<file path="src/rtl/cora16_spi_pkg.sv">
// Shared types and constants for the SPI RAM controller.
// Commands, frame size, FSM states and grant owners.
package cora16_spi_pkg;

  localparam logic [7:0] CMD_READ   = 8'h03;
  localparam logic [7:0] CMD_WRITE  = 8'h02;
  localparam int         FRAME_BITS = 48;

  typedef enum logic [1:0] {
    IDLE,
    SELECT,
    SHIFT,
    DONE
  } state_t;

  typedef enum logic {
    FETCH,
    DATA
  } grant_t;

  function automatic logic [FRAME_BITS-1:0] make_frame(
    input logic        we,
    input logic [23:0] addr,
    input logic [15:0] wdata
  );
    return {we ? CMD_WRITE : CMD_READ,
            addr,
            we ? wdata : 16'h0000};
  endfunction

endpackage

</file>
<file path="src/rtl/spi_mem_shifter.sv">
// SPI bit engine: clk divider, 48-bit out shifter, 16-bit capture.
// Ports: load/frame start a frame, run clocks it, done marks the end.
module spi_mem_shifter
  import cora16_spi_pkg::*;
#(
  parameter int CLK_DIV = 1
) (
  input  logic                  clk,
  input  logic                  rst_n,
  input  logic                  load,
  input  logic                  run,
  input  logic [FRAME_BITS-1:0] frame,
  input  logic                  miso,
  output logic                  mosi,
  output logic                  sclk,
  output logic [15:0]           capture,
  output logic                  done
);

  localparam int PW = (CLK_DIV > 1) ? $clog2(CLK_DIV) : 1;
  localparam logic [PW-1:0] LAST = PW'(CLK_DIV - 1);
  localparam logic [5:0] LAST_BIT = 6'(FRAME_BITS - 1);

  logic [FRAME_BITS-1:0] sr;
  logic [PW-1:0]         ph;
  logic                  half;
  logic [5:0]            bcnt;
  logic                  wrap;

  assign wrap = (ph == LAST);
  assign mosi = sr[FRAME_BITS-1];
  assign sclk = run && half;
  assign done = run && half && wrap
             && (bcnt == LAST_BIT);

  always_ff @(posedge clk or negedge rst_n) begin
    if (!rst_n) begin
      sr      <= '0;
      ph      <= '0;
      half    <= 1'b0;
      bcnt    <= '0;
      capture <= '0;
    end else if (load) begin
      sr   <= frame;
      ph   <= '0;
      half <= 1'b0;
      bcnt <= '0;
    end else if (run) begin
      if (wrap) begin
        ph   <= '0;
        half <= ~half;
        // low->high: sample miso; high->low: next bit
        if (!half) begin
          capture <= {capture[14:0], miso};
        end else begin
          sr   <= {sr[FRAME_BITS-2:0], 1'b0};
          bcnt <= bcnt + 6'd1;
        end
      end else begin
        ph <= ph + 1'b1;
      end
    end
  end

endmodule

</file>
<file path="src/rtl/spi_mem_ctrl.sv">
// SPI RAM controller: arbitrates fetch/data ports onto one SPI RAM.
// Ports: fetch and data req/ready pairs, busy, SPI pins.
module spi_mem_ctrl
  import cora16_spi_pkg::*;
#(
  parameter int CLK_DIV = 1
) (
  input  logic        clk,
  input  logic        rst_n,
  input  logic        fetch_req,
  input  logic [23:0] fetch_addr,
  output logic        fetch_ready,
  output logic [15:0] fetch_data,
  input  logic        data_req,
  input  logic        data_we,
  input  logic [23:0] data_addr,
  input  logic [15:0] data_wdata,
  output logic        data_ready,
  output logic [15:0] data_rdata,
  output logic        busy,
  output logic        spi_select,
  output logic        spi_clk,
  output logic        spi_mosi,
  input  logic        spi_miso
);

  state_t state, next_state;
  grant_t last_grant, grant_sel;
  logic   grant_ok;
  logic   frame_we;
  logic   we_q;
  logic   done;
  logic   sh_mosi;
  logic   sh_clk;
  logic [15:0] cap;
  logic [23:0] frame_addr;
  logic [FRAME_BITS-1:0] frame;

  always_ff @(posedge clk or negedge rst_n) begin
    if (!rst_n) begin
      state <= IDLE;
    end else begin
      state <= next_state;
    end
  end

  always_comb begin
    next_state = state;
    grant_ok   = 1'b0;
    grant_sel  = last_grant;
    unique case (state)
      IDLE: begin
        unique case (1'b1)
          (fetch_req && data_req):
            grant_sel = (last_grant == FETCH)
                      ? DATA : FETCH;
          (fetch_req && !data_req):
            grant_sel = FETCH;
          (!fetch_req && data_req):
            grant_sel = DATA;
          default: ;
        endcase
        grant_ok = fetch_req || data_req;
        if (grant_ok) next_state = SELECT;
      end
      SELECT: next_state = SHIFT;
      SHIFT:  if (done) next_state = DONE;
      DONE:   next_state = IDLE;
      default: next_state = IDLE;
    endcase
  end

  assign frame_we   = (grant_sel == DATA) && data_we;
  assign frame_addr = (grant_sel == FETCH)
                    ? fetch_addr : data_addr;
  assign frame = make_frame(frame_we, frame_addr,
                            data_wdata);

  always_ff @(posedge clk or negedge rst_n) begin
    if (!rst_n) begin
      last_grant <= FETCH;
      we_q       <= 1'b0;
      fetch_data <= '0;
      data_rdata <= '0;
    end else begin
      if (grant_ok) begin
        last_grant <= grant_sel;
        we_q       <= frame_we;
      end
      // load responses so they are valid in DONE
      if (state == SHIFT && done) begin
        if (last_grant == FETCH) begin
          fetch_data <= cap;
        end else if (!we_q) begin
          data_rdata <= cap;
        end
      end
    end
  end

  spi_mem_shifter #(
    .CLK_DIV (CLK_DIV)
  ) u_shifter (
    .clk     (clk),
    .rst_n   (rst_n),
    .load    (grant_ok),
    .run     (state == SHIFT),
    .frame   (frame),
    .miso    (spi_miso),
    .mosi    (sh_mosi),
    .sclk    (sh_clk),
    .capture (cap),
    .done    (done)
  );

  assign busy        = (state != IDLE);
  assign spi_select  = (state == SELECT)
                    || (state == SHIFT);
  assign spi_clk     = sh_clk;
  assign spi_mosi    = spi_select && sh_mosi;
  assign fetch_ready = (state == DONE)
                    && (last_grant == FETCH);
  assign data_ready  = (state == DONE)
                    && (last_grant == DATA);

endmodule

</file>
<file path="config.mk">
export PLATFORM = sky130hd
export DESIGN_NAME = spi_mem_ctrl
export DESIGN_NICKNAME = d
export VERILOG_FILES = /design/src/rtl/cora16_spi_pkg.sv /design/src/rtl/spi_mem_shifter.sv /design/src/rtl/spi_mem_ctrl.sv
export SDC_FILE = /design/constraint.sdc
export NUM_CORES = 1
export LEC_CHECK = 0
export ABC_CLOCK_PERIOD_IN_PS = 4700
export CAP_MARGIN = 20
export CORE_ASPECT_RATIO = 0.5
export CORE_MARGIN = 5
export CORE_UTILIZATION = 54
export DETAILED_ROUTE_END_ITERATION = 16
export GPL_TIMING_DRIVEN = 0
export PLACE_DENSITY = 0.85
export SKIP_CTS_REPAIR_TIMING = 1
export SYNTH_ARGS = -nofsm -noshare
export SYNTH_HDL_FRONTEND = slang
export SYNTH_SLANG_ARGS = --single-unit
</file>
<file path="constraint.sdc">
create_clock -name clk -period 4.7 [get_ports clk]
set_input_delay 0.705 -clock clk [delete_from_list [all_inputs] [get_ports clk]]
set_output_delay 0.705 -clock clk [all_outputs]
set_load 0.02 [all_outputs]
</file>
==> qor.csv <==
metric,value,unit
status,finished clean,
First DRT Iteration DRCs,268,
vias in the first global route,3834,
row count,24,
H-tree Lvls,3,
Leak Pwr,2.83,nW
DR pass1 iterations,4,
synthesis-stage register bit count,107,
Tightest Hold Check Type,input pin to async pin,
Detailed Place HPWL,7770,microns
diode count,0,
grt total ovfl,0,
Post-synth EDFFs,0,
GRT Total Usage,0.210,
Hold WS,0.409,ns
Rel. slew slack,0.513,
Final Cell Area,6270,sq um
area grow syn2layout,32.4,%
Die Footprint,10900,sq um
final wirelength,10800,microns
multi-input logic area,1900,sq um
Worst Setup SP,state[0]$_DFFE_PN0P_,
core area,8620,sq um
Initial Utilization,0.550,
"Seq/Total Area, Yosys",0.565,
CP peak stage delay,0.64,ns
Die Span X,143,microns
Setup CP Type,register to output port,
Root Buffer,clkbuf_16,
Synth Flop Type,dfrtp_1,
final setup vio count,0,
RSZ-0062 raised after global routing,false,
max-slew violations,0,
RePlAce Congestion,0.823,
Syn Area/Cell,11.7,sq um
Worst Path Buf+Inv,5,
Routed Antenna Nets,0,
Yosys warning total,0,
Crit path max-delay family,buffers and inverters,
final core occ,0.728,
vias post-DR,3603,
Crit-path slowest cell,clkdlybuf4s50_1,
Placement Setup Slack,1.83,ns
share of cells above drive strength 1,0.161,
initial antenna violation count,0,
Mapped Area,4740,sq um
Synth async-reset ratio,1.00,
height of the die,76.3,microns
post-synthesis cell type count,38,
pwr dens,508,nW/um^2
DR vias/cell,5.59,
maximum clock rate,308,MHz
Fin Clk Skew,0.00700,ns
I/O Pins,108,
Final WS setup,1.45,ns
Max Cap Viol,0,
pin count of the biggest net entering global routing,57,
Clock Latency Late Sink,0.35,ns
DRC,0,
global-route wire length before repair,18600,microns
CTS tree,built,
Synth Net Count,479,
# port buffers,107,
maximum VDD drop,0.000291,V
clock sink total,107,
Worst-path clk slew,0.07,ns
CTS buffer count,9,
CP required,3.99,ns
Mapped Cells,404,
FF+latch area,2680,sq um
Arrival @ worst endpoint,2.55,ns
CP Capture Type,output port,
reg-to-reg startpoint,state[0]$_DFFE_PN0P_,
number of hold violations in the final report,0,
nets@finish,598,
Max Buffers Root-to-Sink,2,
fin crit share,0.692,
fill count,625,
DR WL/cell,16.7,microns
worst-path fanout max,10,
Setup crit start kind,register,
Placed Area,5980,sq um
min cycle time layout,3.25,ns
critical path cell sequence,"inv_1, ha_1, nand2_2, clkinv_2, clkbuf_1, buf_2, clkdlybuf4s50_1",
actual slew at the worst max-slew pin,0.730,ns
## power breakdown
part / leakage, nW / internal [mW] / total, mW / switching [mW]
Combinational: 1.30 / 0.469 / 1.11 / 0.644
Sequential: 1.38 / 1.19 / 1.34 / 0.155
Clock: 0.145 / 0.376 / 0.733 / 0.357
## worst register-to-register path: stages, from the launching register on
cell and delay (ns):
dfrtp_1 0.40, inv_1 0.11, ha_1 0.27, nand2_2 0.09, clkinv_2 0.09, nand4b_4 0.15
nor3b_4 0.47, buf_8 0.24, mux2_4 0.31
## through the flow
stage | cells | total power, mW | TNS [ns]
after global placement | 628 | 2.40 | -103.31
final | 645 | 3.19 | 0
after detailed placement | 629 | 2.46 | 0
after CTS | 645 | 3.21 | 0
after floorplan | 404 | 2.09 | 0
after global routing | 645 | 3.42 | 0
## layout make-up
type,count,area share
Tap cell,117,0.0233
Timing Repair Buffer,108,0.175
Inverter,4,0.00259
Sequential cell,107,0.427
Clock buffer,9,0.0359
Buffer,31,0.0229
Clock inverter,7,0.0106
Multi-Input combinational cell,262,0.303
## cell families (layout without fill, tap and decap cells)
family,after synthesis,after routing,share of synthesized area
xor gates and xnor gates,5,5,0.00924
muxes,49,49,0.124
and+or+nand+nor,97,97,0.104
AOI/OAI and AO/OA,106,106,0.150
DFF,107,107,0.565
buffers and inverters,35,159,0.0338
adders and majority gates,5,5,0.0132
## cells in the final DEF, fill, tap and decap left out, drive strengths merged, types with 2 or more instances in the layout
cell type / Yosys / final
a221oi: 15 / 15
clkdlybuf4s50: 0 / 106
nand2: 20 / 20
nor2: 40 / 40
a21oi: 33 / 33
xor2: 4 / 4
dfrtp: 107 / 107
a32oi: 24 / 24
ha: 5 / 5
clkbuf: 21 / 30
and3: 27 / 27
o21ai: 27 / 27
inv: 3 / 9
and2: 2 / 2
mux2: 49 / 49
clkinv: 1 / 2
buf: 10 / 12
## flip-flops by register name (all words and copies together), names as in the netlist
name and count:
data_rdata 16, fetch_data 16, last_grant 1, state 2, u_shifter.bcnt 6, u_shifter.capture 16, u_shifter.half 1, u_shifter.sr 48
we_q 1
## cell usage after synthesis, types with 2 or more instances
master,n,area (sq um)
a32oi_1,24,210
ha_1,5,62.6
xor2_1,4,35.0
a221oi_1,15,131
and2_1,2,12.5
a21oi_1,33,165
and3_1,27,169
nor2_1,39,146
dfrtp_1,107,2680
inv_1,3,11.3
o21ai_0,26,130
buf_4,2,15.0
mux2_2,39,439
nand2_1,19,71.3
buf_2,7,35.0
mux2_4,10,150
clkbuf_1,21,78.8
## path summary, 6_finish.rpt
kind                                           endpoint  slack [ns]  depth (start not counted)
min in group clk           u_shifter.sr[32]$_DFFE_PN0P_        0.49                          2
max in group asynchronous     fetch_data[5]$_DFFE_PN0P_        3.60                          2
setup reg to reg             data_rdata[15]$_DFFE_PN0P_        2.46                          8
hold / removal             u_shifter.sr[24]$_DFFE_PN0P_        0.41                          1
hold reg to reg            u_shifter.sr[32]$_DFFE_PN0P_        0.49                          2
setup / recovery                                spi_clk        1.45                          7
## per-layer routing
layer	global-route usage	wire, microns	vias up
met5	0	0	-
met4	0.0474	165	0
met3	0.0571	669	14
met2	0.353	5310	115
met1	0.273	4610	1758
li1	-	-	1716
(Power assumes the default switching activity.)
